**config.mk**
```make
export PLATFORM = sky130hd
export DESIGN_NAME = sweep_counter
export DESIGN_NICKNAME = d
export VERILOG_FILES = /design/src/rtl/comb_sweep_checker_pkg.sv /design/src/rtl/comb_sweep_checker_sweep_counter.sv
export SDC_FILE = /design/constraint.sdc
export NUM_CORES = 1
export LEC_CHECK = 0
export CORE_AREA = 2 2 39 41
export DETAILED_ROUTE_END_ITERATION = 8
export DIE_AREA = 0 0 41 43
export GPL_TIMING_DRIVEN = 0
export PLACE_DENSITY = 0.65
export SLEW_MARGIN = 10
export SYNTH_ARGS = -nofsm -noshare
export SYNTH_HDL_FRONTEND = slang
export SYNTH_SLANG_ARGS = --single-unit
```
**constraint.sdc**
```tcl
create_clock -name clk -period 2.1 [get_ports clk]
set_clock_uncertainty 0.15 [all_clocks]
set_input_delay 0.315 -clock clk [delete_from_list [all_inputs] [get_ports clk]]
set_output_delay 0.315 -clock clk [all_outputs]
set_load 0.005 [all_outputs]
```
**src/rtl/comb_sweep_checker_pkg.sv**
```systemverilog
// Shared types and helpers for the exhaustive-sweep checker.
package comb_sweep_pkg;

  localparam int N_IN_MAX = 8;

  typedef enum logic [1:0] {
    IDLE  = 2'd0,
    DRIVE = 2'd1,
    DONE  = 2'd2
  } state_t;

  // Ceil-log2 that never returns 0, so a counter for a 1-cycle hold still has a bit.
  function automatic int clog2_safe(input int value);
    int r;
    r = 0;
    for (int i = 0; i < 31; i++) begin
      if ((1 << i) < value) r = i + 1;
    end
    return (r < 1) ? 1 : r;
  endfunction

endpackage

```
**src/rtl/comb_sweep_checker_sweep_counter.sv**
```systemverilog
// Vector/hold counter pair: walks vectors upward, flagging the last cycle of each hold window.
module sweep_counter
  import comb_sweep_pkg::*;
#(
  parameter int N_IN        = 4,
  parameter int HOLD_CYCLES = 10
) (
  input  logic            clk,
  input  logic            reset,
  input  logic            clear,
  input  logic            enable,
  output logic [N_IN-1:0] vec,
  output logic            sample_tick,
  output logic            last_vec
);

  localparam int                HOLD_W    = clog2_safe(HOLD_CYCLES) + 1;
  localparam logic [HOLD_W-1:0] HOLD_LAST = HOLD_W'(HOLD_CYCLES - 1);

  logic [N_IN-1:0]   vec_reg;
  logic [HOLD_W-1:0] hold_reg;

  assign vec         = vec_reg;
  assign last_vec    = &vec_reg;
  assign sample_tick = enable && (hold_reg == HOLD_LAST);

  // The vector stops at all-ones; the owner restarts it with clear when wrapping.
  always_ff @(posedge clk or posedge reset) begin
    if (reset) begin
      vec_reg  <= '0;
      hold_reg <= '0;
    end else if (clear) begin
      vec_reg  <= '0;
      hold_reg <= '0;
    end else if (enable) begin
      if (hold_reg == HOLD_LAST) begin
        hold_reg <= '0;
        if (!last_vec) vec_reg <= vec_reg + 1'b1;
      end else begin
        hold_reg <= hold_reg + 1'b1;
      end
    end
  end

endmodule

```
# [Word-level counts from Yosys, hierarchy flattened]
# Index checks and enable logic that the tools add are counted.
# W data, S select, Z words.
[op_classes] add_sub_neg=2 n_eq_ne=2 mux=7 reduce_logical=5
[op_table] operator="$mux W4" n=4
[op_table] operator="$mux W5" n=3
[op_table] operator="$add A5 B1 Y5 const B" n=1
[op_table] operator="$eq A5 B4 Y1 const B" n=1
[op_table] operator="$add A4 B1 Y4 const B" n=1
[op_table] operator="$reduce_and A4 Y1" n=1
[op_table] operator="$reduce_bool A2 Y1" n=2
[op_table] operator="$reduce_and A3 Y1" n=1
[op_table] operator="$ne A2 B2 Y1 const B" n=1
[op_table] operator="$logic_and A1 B1 Y1" n=1
[totals] reg_bits=9 input_bits=4 output_inout_bits=6 elab_cells=18

# [Longest topological paths before layout]
# Gate-level depths: netlist of the first run.
[logic_depth] word_depth=5 mapped_depth=6 ltp_nobuf=5

# [Worst setup path after synthesis of the first run]
# OpenSTA, ideal clock, no wires.
[synth_path] kind="reg2reg" from="register hold_reg[1]" to="register vec_reg[3] (netlist: vec[3])" setup_time_ps=128 arrival_time_ps=1376 required_ps=1822 path_slack_ps=446 stages_incl_launch_ff=7 path_buffers=1 period_less_slack_ps=1654 cell_sequence="dfrtp_1 -> inv_1 -> ha_1 -> nand4bb_1 -> buf_2 -> nor4_4 -> mux2_1"
[synth_between] elab_chain_cells=3
[synth_lines] item="start, declared" line_no="comb_sweep_checker_sweep_counter.sv:21" rtl="logic [HOLD_W-1:0] hold_reg;"
[synth_lines] item="start signal, assigned" line_no="comb_sweep_checker_sweep_counter.sv:40" rtl="hold_reg <= hold_reg + 1'b1;"
[synth_lines] item="$eq A5 B4 Y1" line_no="comb_sweep_checker_sweep_counter.sv:36" rtl="if (hold_reg == HOLD_LAST) begin"
[synth_lines] item="$reduce_bool A2 Y1 (no source line)"
[synth_lines] item="$reduce_and A3 Y1 (no source line)"
[synth_lines] item="end signal, assigned" line_no="comb_sweep_checker_sweep_counter.sv:38" rtl="if (!last_vec) vec_reg <= vec_reg + 1'b1;"
[synth_lines] item="end, declared" line_no="comb_sweep_checker_sweep_counter.sv:20" rtl="logic [N_IN-1:0] vec_reg;"
# No other way between the ends.
# A chain may end at the register's enable or synchronous reset.

# [Worst setup path in the final report of the first run]
[layout_path] from="register vec_reg[1] (netlist: vec[1])" to="output port last_vec"
[layout_between] elab_chain_cells=1
[layout_lines] item="$reduce_and A4 Y1" line_no="comb_sweep_checker_sweep_counter.sv:24" rtl="assign last_vec = &vec_reg;"
[layout_lines] item="end, declared" line_no="comb_sweep_checker_sweep_counter.sv:14" rtl="output logic last_vec"
# No other way between the ends.

==> results of run 1 <==
==> area by class of cell <==
| type | count | area [µm²] |
|---|---|---|
| Buffer | 2 | 11.3 |
| Clock buffer | 4 | 26.3 |
| Fill cell | 141 | 664 |
| Inverter | 6 | 23.8 |
| Multi-Input combinational cell | 39 | 287 |
| Sequential cell | 9 | 225 |
| Tap cell | 16 | 20.0 |
| Timing Repair Buffer | 14 | 126 |
==> per-layer routing <==
metal	up-vias	share of wire [%]
met3	2	3.5
li1	226	-
met5	-	0
met1	206	44
met2	9	51
met4	0	2.0
==> worst paths after layout <==
check / start / endpoint / slack [ps] / cells past startpoint
min in group clk: hold_reg[4] / hold_reg[4] / 410 / 2
worst min register to register: hold_reg[4] / hold_reg[4] / 410 / 2
worst max-delay path: vec[1] / last_vec / 50 / 3
worst max register to register: hold_reg[1] / vec[3] / 400 / 6
worst min-delay path: reset / vec[0] / 160 / 2
max in group asynchronous: reset / hold_reg[0] / 1380 / 2
==> logic make-up (layout without fill, tap and decap cells) <==
kind of cell               after synthesis  count (layout)  share of synthesized area [%]
and+or+nand+nor                         26              26                           29.6
DFF                                      9               9                           42.3
buffers and inverters                    8              26                           5.87
AOI/OAI and AO/OA                        5               5                           5.87
adders and majority gates                3               3                           7.04
muxes                                    3               3                           6.10
xor gates and xnor gates                 2               2                           3.29
==> report_power, final <==
group	switching, W	leakage, nW	internal [W]
registers	0.00000226	0.124	0.000177
clock network	0.0000631	0.0150	0.0000734
logic	0.0000189	0.167	0.0000145
total	0.0000843	0.306	0.000265
==> timing repair <==
action,CTS,global route
pin swaps,0,1
buffers inserted,2,3
endpoints found under the setup margin,2,1
resized for setup,5,2
==> stage by stage <==
stage                     utilization [%]  power [W]  TNS, ps  area, µm²
after floorplan                         -   0.000199        0        533
after global placement               46.5   0.000210     -228        643
after detailed placement             46.5   0.000211     -232        643
after CTS                            49.9   0.000352        0        691
after global routing                 52.0   0.000369    -15.8        719
final                                52.0   0.000349        0        719
==> worst max-delay path, delay by kind of cell, from the launching register on <==
kind,cells,cell delay [ps]
buffers and inverters,1,500
and+or+nand+nor,1,210
adders and majority gates,1,220
DFF,1,390
==> cells in the final DEF (no fill, tap or decap) <==
| cell | instances |
|---|---|
| dfrtp_1 | 9 |
| clkdlybuf4s50_1 | 8 |
| buf_4 | 6 |
| nand2_1 | 5 |
| inv_1 | 5 |
| nor2b_1 | 3 |
| nor2_1 | 3 |
| nor3_1 | 3 |
| nand2b_1 | 3 |
| clkbuf_4 | 3 |
| clkbuf_1 | 2 |
| o21ai_0 | 2 |
| xor2_1 | 2 |
| mux2_1 | 2 |
| nand3_1 | 2 |
| ha_1 | 2 |
| nand4bb_1 | 1 |
| clkinv_2 | 1 |
| nor2_2 | 1 |
| nand4_1 | 1 |
| and3_4 | 1 |
| nor3_2 | 1 |
| mux2i_1 | 1 |
| o31a_1 | 1 |
| nor4_1 | 1 |
| a31oi_1 | 1 |
| o22ai_1 | 1 |
| nor4_4 | 1 |
| ha_2 | 1 |
| dlygate4sd2_1 | 1 |
==> impl_results.md, run 1 <==
* Outcome: finished, final reports clean
* Mean Syn Cell Area at between 9 and 10 µm²
* Top cell type's share of synthesized area at a little over two fifths
* Vias/cell at ~4.9
* CP Max Fanout at 4
* Min Tclk post-route at 2050 ps
* LEAKAGE at 0.306 nW
* Die Area at around 1800 µm²
* # clock sinks at 9
* DRC at 0
* N_diodes at 0
* Pre-CTS WS at -232 ps
* Final Hold Viols at 0
* Worst hold path class: input port to async pin
* Hold Slack at 158 ps
* CP max stage cell: clkdlybuf4s50_1
* Synth warnings at 0
* DR pass1 iterations at 2
* FMAX at a little under 500 MHz
* Clock-pin slew on the worst setup and hold paths at roughly 60 ps
* CTS Hold Buffers Added at 0
* Part of the cycle the worst path needs at 97.6%
* CP Data Arrival Time at 1580 ps
* HPWL after detailed placement at 766 µm
* Relative slew slack at 74.7%
* Antenna violations before repair at 0
* Mapped Cells at 56
* Routability cong. at 0.700
* DR WL/cell at 11.4 µm
* Netlist cell types at 25
* Placed Instances at 81
* Req. time, crit path at ~1600 ps
* CTS tree: done
* PD cells at 485 nW/µm²
* Routed Wire Length at 1.02 mm
* Share of cells above drive strength 1 at 20.3%
* GR Util met1 at between 15 and 20%
* Slew @ Worst Pin at 380 ps
* Nets at 82
* Clk Latency, worst-skew pair at 260 ps
* Total track usage at 14.4%
* Post-route insts no fill at 90
* Global-route wire length before repair at roughly 1.7 mm
* Grt met2 use at 22.5%
* Drt first-iter violations at 2
* Max_cap viols at 0
* Num CTS Buffers at 3
* Most Crowded Layer GR: met2
* Area grow syn2layout at 35.0%
* IO Pins at 10
* Final setup viols at 0
* FFs w/ async S/R, synth at 100%
* Synth area leaders: dfrtp_1, ha_1, mux2_1
* Crit path capture type: output pin
* Total grt overflow at 0
* Fin worst setup slack at 50.1 ps
* Commonest cells post-synth: dfrtp_1, inv_1, nand2_1, nor2_1
* GR Layer Usage met3 at 3.14%
* H-Tree Level Count at 1
* Post-Syn Nets at 63
* Number of flops mapped to enable cells by yosys at 0
* Startpoint Class: register
* CP peak stage delay at 500 ps
* Starting Density at 38.5%
* Core area at 1380 µm²
* Number of flip-flops in the largest register at 5
* Count leader, synth: dfrtp_1
* Synth Cell Area at 533 µm²
* Max VDD drop at slightly below 0.4 mV
* Chip Width at 41 µm
* Yosys top cell by area: dfrtp_1
* Largest net degree at the start of global routing at 11
* Synth Register Bits at 9
* # rows at 14
* Slew Limit Fails at 0
* CP Class: register to output pin
* Port Buffers at 9
* Register area share after synthesis at 42.3%
* Root Driver: clkbuf_4
* Antenna Nets Post-Route at 0
* DIE HEIGHT at 43 µm
* Longest Clk Path Bufs at 2
* Number of global-route vias before repair at 405
* Crit path cell chain: ha_2 > and3_4 > clkdlybuf4s50_1
* Top_reg_cell synth: dfrtp_1
* DR vias at 443
Power figures use the tool's default switching activity.
==> run 2, diff against run 1 <==
--- a/config.mk
+++ b/config.mk
@@ -5,11 +5,11 @@
 export SDC_FILE = /design/constraint.sdc
 export NUM_CORES = 1
 export LEC_CHECK = 0
-export CORE_AREA = 2 2 39 41
+export CORE_MARGIN = 1
+export CORE_UTILIZATION = 30
 export DETAILED_ROUTE_END_ITERATION = 8
-export DIE_AREA = 0 0 41 43
-export GPL_TIMING_DRIVEN = 0
-export PLACE_DENSITY = 0.65
+export GPL_TIMING_DRIVEN = 1
+export PLACE_DENSITY = 0.52
 export SLEW_MARGIN = 10
 export SYNTH_ARGS = -nofsm -noshare
 export SYNTH_HDL_FRONTEND = slang
==> run 2 against run 1 <==
Against the previous run:
- combinational power down 4%
- register-to-register slack worse by 80 ps
- critical endpoint unchanged
- critical path depth unchanged
- die area up 11%
- sequential power about the same
- final area up 0.70%
- largest cell class unchanged
- via count up 1.8%
- first-iteration DRC count rose to 6.0 times the previous value
- global-route usage down 2.1 points
- utilization down 6.0 points
- fmax up 1.2%
- sequential cell count unchanged
==> impl_results.md, run 2 (synthesis gave the netlist of run 1 again) <==
* Outcome: finished, final reports clean (unchanged)
* Worst R2R Start: hold_reg[0] (was hold_reg[1])
* IO Pins at 10 (unchanged)
* Clk Latency, worst-skew pair at 260 ps (about the same)
* Antenna Nets Post-Route at 0 (unchanged)
* CP Data Arrival Time at 1560 ps (was 1580 ps)
* Drt first-iter violations at 12 (was 2)
* Number of flip-flops in the largest register at 5 (unchanged)
* DR WL/cell at 10.9 µm (was 11.4 µm)
* Routability cong. at 0.688 (was 0.700)
* Total grt overflow at 0 (unchanged)
* Max VDD drop at 0.239 mV (was 0.387 mV)
* Post-layout util at 46.0% (was 52.0%)
* Die Area at 1950 µm² (was 1760 µm²)
* DR vias at 451 (was 443)
* LEAKAGE at 0.301 nW (was 0.306 nW)
* FMAX at 494 MHz (was 488 MHz)
* CP max stage cell: clkdlybuf4s50_1 (unchanged)
* N_diodes at 0 (unchanged)
* CP Launch Point: vec[0] (was vec[1])
* R2r setup slk at 320 ps (was 400 ps)
* # clock sinks at 9 (unchanged)
* Final setup viols at 0 (unchanged)
* PD cells at 475 nW/µm² (was 485 nW/µm²)
* Req. time, crit path at 1630 ps (about the same)
* Post-route insts no fill at 89 (was 90)
* Antenna violations before repair at 0 (unchanged)
* CTS Hold Buffers Added at 0 (unchanged)
* Total track usage at 12.3% (was 14.4%)
* Core area at 1580 µm² (was 1380 µm²)
* H-Tree Level Count at 1 (unchanged)
* Min Tclk post-route at 2030 ps (was 2050 ps)
* Longest Clk Path Bufs at 2 (unchanged)
* Pre-CTS WS at 25.6 ps (was -232 ps)
* CP peak stage delay at 500 ps (about the same)
* Part of the cycle the worst path needs at 96.5% (was 97.6%)
* Slew @ Worst Pin at 393 ps (was 380 ps)
* Nets at 81 (was 82)
* Relative slew slack at 73.7% (was 74.7%)
* DIE HEIGHT at 44.2 µm (was 43 µm)
* Unrepaired setup endpoints after global routing: false
* Slew Limit Fails at 0 (unchanged)
* Final Hold Viols at 0 (unchanged)
* Commonest non-fill, non-tap cells in the layout: dfrtp_1, clkdlybuf4s50_1, buf_4 (unchanged)
* DR pass1 iterations at 6 (was 2)
* Crit path cell chain: ha_4 > and3_4 > clkdlybuf4s50_1 (was ha_2 > and3_4 > clkdlybuf4s50_1)
* CTS tree: done (unchanged)
* Startpoint Class: register (unchanged)
* Num CTS Buffers at 3 (unchanged)
* Placed Instances at 82 (was 81)
* Reg2reg path depth at 5 (was 6)
* CP Max Fanout at 5 (was 4)
* Worst hold path class: input port to async pin (unchanged)
* Largest net degree at the start of global routing at 12 (was 11)
* CP Class: register to output pin (unchanged)
* Share of cells above drive strength 1 at 19.2% (was 20.3%)
* Root Driver: clkbuf_4 (unchanged)
* Global-route wire length before repair at 1.75 mm (was 1.68 mm)
* Max_cap viols at 0 (unchanged)
* Most common cell after layout, fill and taps aside: dfrtp_1 (unchanged)
* Crit path capture type: output pin (unchanged)
* Chip Width at 44.2 µm (was 41 µm)
* Area grow syn2layout at 35.9% (was 35.0%)
* Critical path endpoint: last_vec (unchanged)
* # rows at 14 (unchanged)
* Number of global-route vias before repair at 405 (unchanged)
* DRC at 0 (unchanged)
* Vias/cell at 5.07 (was 4.92)
* Starting Density at 33.8% (was 38.5%)
* Fin worst setup slack at 74.5 ps (was 50.1 ps)
* Clock-pin slew on the worst setup and hold paths at 60 ps (about the same)
* Port Buffers at 9 (unchanged)
* Routed Wire Length at 974 µm (was 1.02 mm)
* HPWL after detailed placement at 743 µm (was 766 µm)
* TNS Setup at 0 ps (unchanged)
* R2R Path End: vec[3] (unchanged)
## run 2: how the worst min path moves through the flow
stage                  endpoint  slack [ps]  cells after the start
finish                   vec[0]         160                      2
CTS                      vec[0]         180                      2
floorplan           hold_reg[0]          -7                      1
global placement    hold_reg[1]         380                      2
global route             vec[0]         210                      2
detailed placement  hold_reg[1]         390                      2
## run 2: routing by layer
| metal | vias up | global-route usage (%) | wire [µm] |
|---|---|---|---|
| met2 | 12 | 19.7 | 459 |
| li1 | 227 | - | - |
| met1 | 207 | 15.3 | 447 |
| met3 | 5 | 2.45 | 43 |
| met4 | 0 | 7.27 | 23 |
| met5 | - | 0 | 0 |
## run 2: area by class of cell
cell class / instances / area [µm²]
Sequential cell: 9 / 225
Tap cell: 16 / 20.0
Timing Repair Buffer: 15 / 134
Multi-Input combinational cell: 39 / 297
Inverter: 6 / 22.5
Fill cell: 147 / 852
Clock buffer: 4 / 26.3
## run 2: timing repair
action / CTS / global route
resized for setup: 3 / 3
endpoints found under the setup margin: 2 / 1
setup buffers: 2 / 1
pin swaps: 1 / 1
## run 2: where the power goes
part	total, W	internal, W	switching (W)
logic	0.0000320	0.0000148	0.0000172
registers	0.000180	0.000177	0.00000297
clock network	0.000133	0.0000732	0.0000594
total	0.000344	0.000265	0.0000796
## run 2: worst max-delay path, delay by kind of cell (launching register included)
kind,cells,cell delay (ps)
and+or+nand+nor,1,200
buffers and inverters,1,500
adders and majority gates,1,170
DFF,1,430
## run 2: metrics by stage
| step | hold WS, ps | power (W) | cell area [µm²] |
|---|---|---|---|
| 5_1_grt | 208 | 0.000366 | 724 |
| 3_3_place_gp | 382 | 0.000213 | 657 |
| 4_1_cts | 180 | 0.000351 | 701 |
| 3_5_place_dp | 390 | 0.000213 | 657 |
| 6_report | 157 | 0.000344 | 724 |
| 2_1_floorplan | -7.08 | 0.000199 | 533 |
